**src/rtl/uart_tx_fifo.sv**
```systemverilog
// UART transmitter fed by a small FIFO; start bit, DATA_W bits LSB first, STOP_BITS stop bits.
// Define UART_TX_PARITY_EN to insert an even-parity bit after the data bits.
module uart_tx_fifo #(
    parameter int DATA_W     = 8,
    parameter int BAUD_DIV   = 2604,
    parameter int STOP_BITS  = 1,
    parameter int FIFO_DEPTH = 4
) (
    input  logic                          clk,
    input  logic                          rst_n,
    input  logic                          wr_en,
    input  logic [DATA_W-1:0]             wr_data,
    output logic                          full,
    output logic [$clog2(FIFO_DEPTH):0]   fifo_cnt,
    output logic                          overflow,
    output logic                          TX,
    output logic                          busy,
    output logic                          tx_done
);

    localparam int PTR_W  = $clog2(FIFO_DEPTH);
    localparam int CNT_W  = PTR_W + 1;
    localparam int BAUD_W = $clog2(BAUD_DIV);
    localparam int BIT_W  = 4;

`ifdef UART_TX_PARITY_EN
    typedef enum logic [2:0] {IDLE, START, DATA, PARITY, STOP} state_t;
`else
    typedef enum logic [2:0] {IDLE, START, DATA, STOP} state_t;
`endif

    state_t              state_q, state_d;
    logic [BAUD_W-1:0]   baud_q, baud_d;
    logic [BIT_W-1:0]    bit_q, bit_d;
    logic [DATA_W-1:0]   shift_q, shift_d;
    logic                done_q, done_d;
`ifdef UART_TX_PARITY_EN
    logic                par_q, par_d;
`endif

    logic [DATA_W-1:0]   mem_q [FIFO_DEPTH];
    logic [PTR_W-1:0]    wr_ptr_q, rd_ptr_q;
    logic [CNT_W-1:0]    cnt_q, cnt_d;
    logic                full_q, full_d;
    logic                ovf_q;

    logic                push;
    logic                pop;
    logic                bit_end;
    logic                fifo_empty;

    assign fifo_empty = (cnt_q == '0);
    assign bit_end    = (baud_q == BAUD_W'(BAUD_DIV - 1));
    // A write seen while full is dropped even if a pop frees a slot on the same edge.
    assign push       = wr_en && !full_q;
    assign cnt_d      = cnt_q + CNT_W'(push) - CNT_W'(pop);
    assign full_d     = (cnt_d == CNT_W'(FIFO_DEPTH));

    always_ff @(posedge clk) begin
        if (push) begin
            mem_q[wr_ptr_q] <= wr_data;
        end
    end

    always_ff @(posedge clk or negedge rst_n) begin
        if (!rst_n) begin
            wr_ptr_q <= '0;
            rd_ptr_q <= '0;
            cnt_q    <= '0;
            full_q   <= 1'b0;
            ovf_q    <= 1'b0;
        end else begin
            if (push) begin
                wr_ptr_q <= wr_ptr_q + PTR_W'(1);
            end
            if (pop) begin
                rd_ptr_q <= rd_ptr_q + PTR_W'(1);
            end
            cnt_q  <= cnt_d;
            full_q <= full_d;
            ovf_q  <= wr_en && full_q;
        end
    end

    always_comb begin
        state_d = state_q;
        baud_d  = baud_q;
        bit_d   = bit_q;
        shift_d = shift_q;
        done_d  = done_q;
        pop     = 1'b0;
`ifdef UART_TX_PARITY_EN
        par_d   = par_q;
`endif
        if (state_q != IDLE) begin
            baud_d = bit_end ? '0 : baud_q + BAUD_W'(1);
        end

        unique case (state_q)
            IDLE: begin
                if (!fifo_empty) begin
                    pop = 1'b1;
                end
            end
            START: begin
                if (bit_end) begin
                    state_d = DATA;
                    bit_d   = '0;
                end
            end
            DATA: begin
                if (bit_end) begin
                    shift_d = shift_q >> 1;
                    if (bit_q == BIT_W'(DATA_W - 1)) begin
                        bit_d = '0;
`ifdef UART_TX_PARITY_EN
                        state_d = PARITY;
`else
                        state_d = STOP;
`endif
                    end else begin
                        bit_d = bit_q + BIT_W'(1);
                    end
                end
            end
`ifdef UART_TX_PARITY_EN
            PARITY: begin
                if (bit_end) begin
                    state_d = STOP;
                    bit_d   = '0;
                end
            end
`endif
            STOP: begin
                if (bit_end) begin
                    if (bit_q == BIT_W'(STOP_BITS - 1)) begin
                        done_d  = 1'b1;
                        bit_d   = '0;
                        state_d = IDLE;
                        pop     = !fifo_empty;
                    end else begin
                        bit_d = bit_q + BIT_W'(1);
                    end
                end
            end
            default: state_d = IDLE;
        endcase

        // Starting a frame overrides the end-of-frame update so back-to-back frames
        // leave no idle clock and tx_done stays low across the seam.
        if (pop) begin
            state_d = START;
            shift_d = mem_q[rd_ptr_q];
            baud_d  = '0;
            bit_d   = '0;
            done_d  = 1'b0;
`ifdef UART_TX_PARITY_EN
            par_d   = ^mem_q[rd_ptr_q];
`endif
        end
    end

    always_ff @(posedge clk or negedge rst_n) begin
        if (!rst_n) begin
            state_q <= IDLE;
            baud_q  <= '0;
            bit_q   <= '0;
            shift_q <= '0;
            done_q  <= 1'b0;
`ifdef UART_TX_PARITY_EN
            par_q   <= 1'b0;
`endif
        end else begin
            state_q <= state_d;
            baud_q  <= baud_d;
            bit_q   <= bit_d;
            shift_q <= shift_d;
            done_q  <= done_d;
`ifdef UART_TX_PARITY_EN
            par_q   <= par_d;
`endif
        end
    end

    always_comb begin
        TX = 1'b1;
        unique case (state_q)
            IDLE:   TX = 1'b1;
            START:  TX = 1'b0;
            DATA:   TX = shift_q[0];
`ifdef UART_TX_PARITY_EN
            PARITY: TX = par_q;
`endif
            STOP:   TX = 1'b1;
            default: TX = 1'b1;
        endcase
    end

    assign busy     = (state_q != IDLE);
    assign tx_done  = done_q;
    assign full     = full_q;
    assign fifo_cnt = cnt_q;
    assign overflow = ovf_q;

endmodule

```
**config.mk**
```make
export PLATFORM = sky130hd
export DESIGN_NAME = uart_tx_fifo
export DESIGN_NICKNAME = d
export VERILOG_FILES = /design/src/rtl/uart_tx_fifo.sv
export SDC_FILE = /design/constraint.sdc
export NUM_CORES = 1
export LEC_CHECK = 0
export ABC_AREA = 1
export CORE_MARGIN = 2
export CORE_UTILIZATION = 30
export DETAILED_ROUTE_END_ITERATION = 12
export SETUP_SLACK_MARGIN = 0.15
export SYNTH_ARGS = -nofsm -noshare
export SYNTH_HDL_FRONTEND = slang
export SYNTH_SLANG_ARGS = --single-unit
```
**constraint.sdc**
```tcl
create_clock -name clk -period 3.62 [get_ports clk]
set_input_delay 0.362 -clock clk [delete_from_list [all_inputs] [get_ports clk]]
set_output_delay 0.362 -clock clk [all_outputs]
set_load 0.02 [all_outputs]
```
### Yosys cells after proc, flatten, opt, wreduce, memory -nomap -nowiden

Memory sizes are Yosys's and may differ from the RTL's.
Cells that the tools add are included.

* word-level logic and storage cells: 78
* output and inout port bits: 8
* input port bits: 11
* flip-flop bits (word level): 37
* bits in writable memories: 32
* memories: 1

Memories
* mem_q: words 4, bits a word 8, read ports 1, clocked after Yosys merged registers in 0, wr ports 1, RTL line 41 `logic [DATA_W-1:0] mem_q [FIFO_DEPTH];`

* reductions and logical operators: 18
* muxes and demuxes: 31
* add/sub/neg operators: 6
* equality and inequality tests: 12

Operators by type and width (number)
* 12-bit 2-to-1 mux: 3
* 4-bit 2-to-1 mux: 6
* 8-bit 2-to-1 mux: 3
* 3-bit 2-to-1 mux: 6
* 3-bit != test (second input constant): 5
* 12-bit by 1-bit adder with 12-bit output (second input constant): 1
* 12-bit equality test (second input constant): 1
* 3-bit one-hot mux with 4 select lines: 1
* 4-bit one-hot mux with 3 select lines: 1
* 2-bit nonzero test: 5
* 1-bit 2-to-1 mux: 9
* 3-bit by 2-bit equality test with 1-bit output (second input constant): 2
* 3-bit logical NOT: 2
* 6-bit AND reduction: 1
* 2-bit by 1-bit adder with 2-bit output (second input constant): 2
* 4-bit by 1-bit adder with 4-bit output (second input constant): 1
* 4-bit by 3-bit equality test with 1-bit output (second input constant): 1
* 4-bit logical NOT: 1
* 1-bit one-hot mux with 2 select lines: 2
* 4-bit AND reduction: 1
* 4-bit nonzero test: 1
* 3-bit by 1-bit adder with 3-bit output: 1
* 3-bit by 1-bit equality test with 1-bit output (second input constant): 1
* 3-bit equality test (second input constant): 1
* other kinds (7): 9

### Longest topological paths before layout

* depth after elaboration: 7
* gate-level depth with buffers: 16
* depth with buffers taken out: 15

### Worst setup path after synthesis

Ideal clock, no wire load.

* kind: register to register
* from: register state_q[0]
* to: register full_q (netlist: full)
* path slack: 1053 ps
* cell stages (with the launch flop): 13
* buffers on the path: 1
* setup time: 88 ps
* arrival: 2479 ps
* required time: 3532 ps
* path through: dfrtp_1 inv_1 ha_1 clkinv_1 nand2_8 buf_8 clkinv_4 ha_1 inv_1 ha_1 fa_1 xor2_1 nor3b_1

* longest elaborated chain between the ends: 4

Ends and longest elaborated chain
* from (decl): RTL line 32 `state_t state_q, state_d;`
* from (signal assigned): RTL line 174 `state_q <= state_d;`
* 3-bit by 2-bit equality test with 1-bit output / 3-bit logical NOT (equally long branches): RTL line 99 `unique case (state_q)`
* 1-bit one-hot mux with 2 select lines *: RTL line 99
* 3-bit by 1-bit subtractor with 3-bit output *: RTL line 56 `assign cnt_d = cnt_q + CNT_W'(push) - CNT_W'(pop);`
* via cnt_d[2]: RTL line 43 `logic [CNT_W-1:0] cnt_q, cnt_d;`
* 3-bit equality test *: RTL line 57 `assign full_d = (cnt_d == CNT_W'(FIFO_DEPTH));`
* via full_d: RTL line 44 `logic full_q, full_d;`
* to (signal assigned): RTL line 80 `full_q <= full_d;`
* to (decl): RTL line 44

Mark *: on every way through the listed nets, which the timed path passes. The rest lies on a longest branch.
A chain may end at the register's enable or synchronous reset.

### Final worst setup path

Same ends and word-level chain as after synthesis.

==> impl_metrics.env <==
export IMPL_outcome="complete, no violations"
export IMPL_drcViolationCount=0
export IMPL_relSlewSlack_pct=44.6
export IMPL_rows=39
export IMPL_cts_buffers_inserted=9
export IMPL_path_buf_inv=4
export IMPL_via_per_inst=4.69
export IMPL_fin_crit_sh_pct=78.4
export IMPL_synthToLayoutAreaGrowth_pct=19.2
export IMPL_grt_pass1_wl_mm=11.9
export IMPL_firstDrtPassIters=4
export IMPL_tritoncts="built"
export IMPL_dpl_cell_area_um2=3720
export IMPL_ys_ff_latch=68
export IMPL_ant_nets=0
export IMPL_hold_viol=0
export IMPL_die_w_um=111
export IMPL_synth_xor_area_share_pct=2.30
export IMPL_power_per_cell_area_nw_per_um2=568
export IMPL_arrival_ps=3090
export IMPL_maxSlewViolCount=0
export IMPL_synth_top_area_share_pct=28.0
export IMPL_synth_top_family_by_area="simple AND/OR/NAND/NOR gates"
export IMPL_h_tree_depth=3
export IMPL_wl_per_cell_um=12.6
export IMPL_gp_congestion=0.856
export IMPL_vdd_ir_drop_worst_mv=0.402
export IMPL_rsz0062_at_grt="no"
export IMPL_r2r_cells=11
export IMPL_fin_ws_ps=781
export IMPL_final_cell_mix="nand2_1, nor2_1, dfrtp_1"
export IMPL_fmax_mhz=352
export IMPL_diodes=0
export IMPL_cp_cell_sequence="inv_1 > ha_1 > clkinv_1 > nand2_8 > clkinv_4 > ha_1 > inv_1 > ha_1 > fa_1 > xor2_1 > nor3b_1"
export IMPL_synth_simple_gate_area_share_pct=22.4
export IMPL_synth_cells=369
export IMPL_clock_latency_ps=340
export IMPL_cp_common_cell="ha_1"
export IMPL_final_setup_tns_ps=0
export IMPL_synth_compound_area_share_pct=9.14
export IMPL_cts_root_buffer_cell="clkbuf_16"
export IMPL_grt_antenna_before_repair=0
export IMPL_drive_above_1_share_pct=9.16
export IMPL_cts_resized=0
export IMPL_cp_slowest_stage_delay_ps=400
export IMPL_finalInstanceArea_um2=4090
export IMPL_dpl_hpwl_mm=4.55
export IMPL_clock_skew_ps=8.07
export IMPL_cellLeakagePower_nw=1.74
export IMPL_fin_crit_ps=2840
export IMPL_yosysSeqAreaShare_pct=54.2
export IMPL_hold_path_class="input pin to asynchronous set/reset pin"
export IMPL_grt_pass1_vias=2550
export IMPL_placeableCoreArea_um2=11300
export IMPL_syn_nets=394
export IMPL_path_delay_family="adder cells"
export IMPL_grt_use_total_pct=12.1
export IMPL_cts_sinks=68
export IMPL_crit_type="register to register"
export IMPL_cts_setup_buffers=0
export IMPL_synthTopCellsByArea="edfxtp_1, dfrtp_1, nand2_1, ha_1, nand3_1"
export IMPL_syn_area_per_cell_um2=9.31
export IMPL_synthAdderAreaFrac_pct=5.32
export IMPL_num_vias=2515
export IMPL_worstPathMaxFanout=45
export IMPL_clkTransAtPathRegs_ps=60
export IMPL_synth_cell_types=34
export IMPL_initial_core_util_pct=30.5
export IMPL_yosysTopAreaCell="edfxtp_1"
export IMPL_start_kind="register"
export IMPL_rr_startpoint="state_q[0]"
export IMPL_required_ps=3870
export IMPL_gr_total_overflow=0
export IMPL_final_nets=413
export IMPL_dp_slack_ps=767
export IMPL_worst_setup_path_end_kind="register"
export IMPL_port_buffer_count=18
export IMPL_cap_violations=0
export IMPL_pin_count=19
export IMPL_final_common_cell="nand2_1"
export IMPL_total_power_mw=2.33
export IMPL_yosysWarnings=0
export IMPL_wirelength_mm=6.77
export IMPL_reg2reg_to="full"
export IMPL_die_y_um=111
export IMPL_slowest_stage="dfrtp_1"
export IMPL_dieArea_um2=12300
export IMPL_finalSetupViolCount=0
export IMPL_cts_hold_buffers=0
export IMPL_tightest_slew_ps=828
export IMPL_synthMuxAreaShare_pct=0
export IMPL_ff2ff_setup_slack_ps=780
export IMPL_grt_max_degree=46
export IMPL_syn_area_um2=3430
export IMPL_worstSetupStartpoint="state_q[0]"
export IMPL_dr_first_iter_drc_count=155
export IMPL_cts_max_path_buffers=2
[cells by family after synthesis]
| group | count (synthesis) |
|---|---|
| AO/OA/AOI/OAI | 54 |
| XOR/XNOR | 9 |
| adder cells (fa/ha/maj) | 14 |
| buffers and inverters | 52 |
| flip-flops | 68 |
| AND/OR/NAND/NOR | 172 |
[layer usage]
metal / wire, um / share of wire, % / global-route usage [%]
met1: 3150 / 47 / 15.1
met2: 3260 / 48 / 19.3
met3: 276 / 4.1 / 3.88
met4: 83 / 1.2 / 5.00
met5: 0 / 0 / 0
[through the flow]
step	utilization, %	hold WS, ps	cells
2_1_floorplan	-	66.4	369
3_3_place_gp	33.0	490	520
3_5_place_dp	33.0	482	520
4_1_cts	36.3	151	536
5_1_grt	36.3	208	536
6_report	36.3	115	536
[worst reg2reg max path, delay by kind of cell, from the launching register on]
kind                       cells  cell delay, ps
adders and majority gates      4            1110
and+or+nand+nor                2             580
buffers and inverters          4             490
DFF                            1             400
xor gates and xnor gates       1             190
[cell usage after synthesis]
master	number
nand3_1	32
ha_1	13
nor2_2	3
buf_6	1
xnor2_1	1
nand2_8	1
fa_1	1
o21ai_4	1
nand2_4	1
o21ai_0	28
nor3_1	8
a21oi_1	4
nor2_1	39
buf_1	1
nand3b_1	1
o211ai_1	8
inv_1	34
nand2_1	72
o22ai_1	9
inv_2	6
buf_2	4
nand2_2	6
nand4_1	8
clkinv_1	1
edfxtp_1	32
xor2_1	8
clkbuf_1	2
a31oi_1	1
clkinv_4	1
nor3b_1	1
buf_8	1
buf_4	1
o21ai_1	3
dfrtp_1	36
[cell type report]
| class | count | area [um2] |
|---|---|---|
| sequential | 68 | 1860 |
| multi-input combinational | 249 | 1350 |
| inverter | 42 | 163 |
| timing repair buffer | 18 | 175 |
| clock buffer | 9 | 225 |
| clock inverter | 7 | 145 |
| tap | 143 | 179 |
| fill | 1118 | 7180 |
[worst max path at each step]
stage	to	slack [ps]	depth (start not counted)
final	full	780	11
after global routing	full	570	11
after CTS	full	750	11
after detailed placement	full	770	11
after global placement	full	900	11
after floorplan	full	1050	12
[flip-flops by register name (all words and copies together) (netlist names)]
signal / count
mem_q: 32
wr_ptr_q: 2
shift_q: 8
tx_done: 1
rd_ptr_q: 2
overflow: 1
fifo_cnt: 3
baud_q: 12
full: 1
state_q: 2
bit_q: 4
[where the power goes]
group,internal (mW),switching [mW],leakage (nW)
clock,0.747,0.334,0.177
sequential,0.920,0.0419,0.744
combinational,0.113,0.170,0.822
Note: power is estimated with default switching activity, not from simulation.
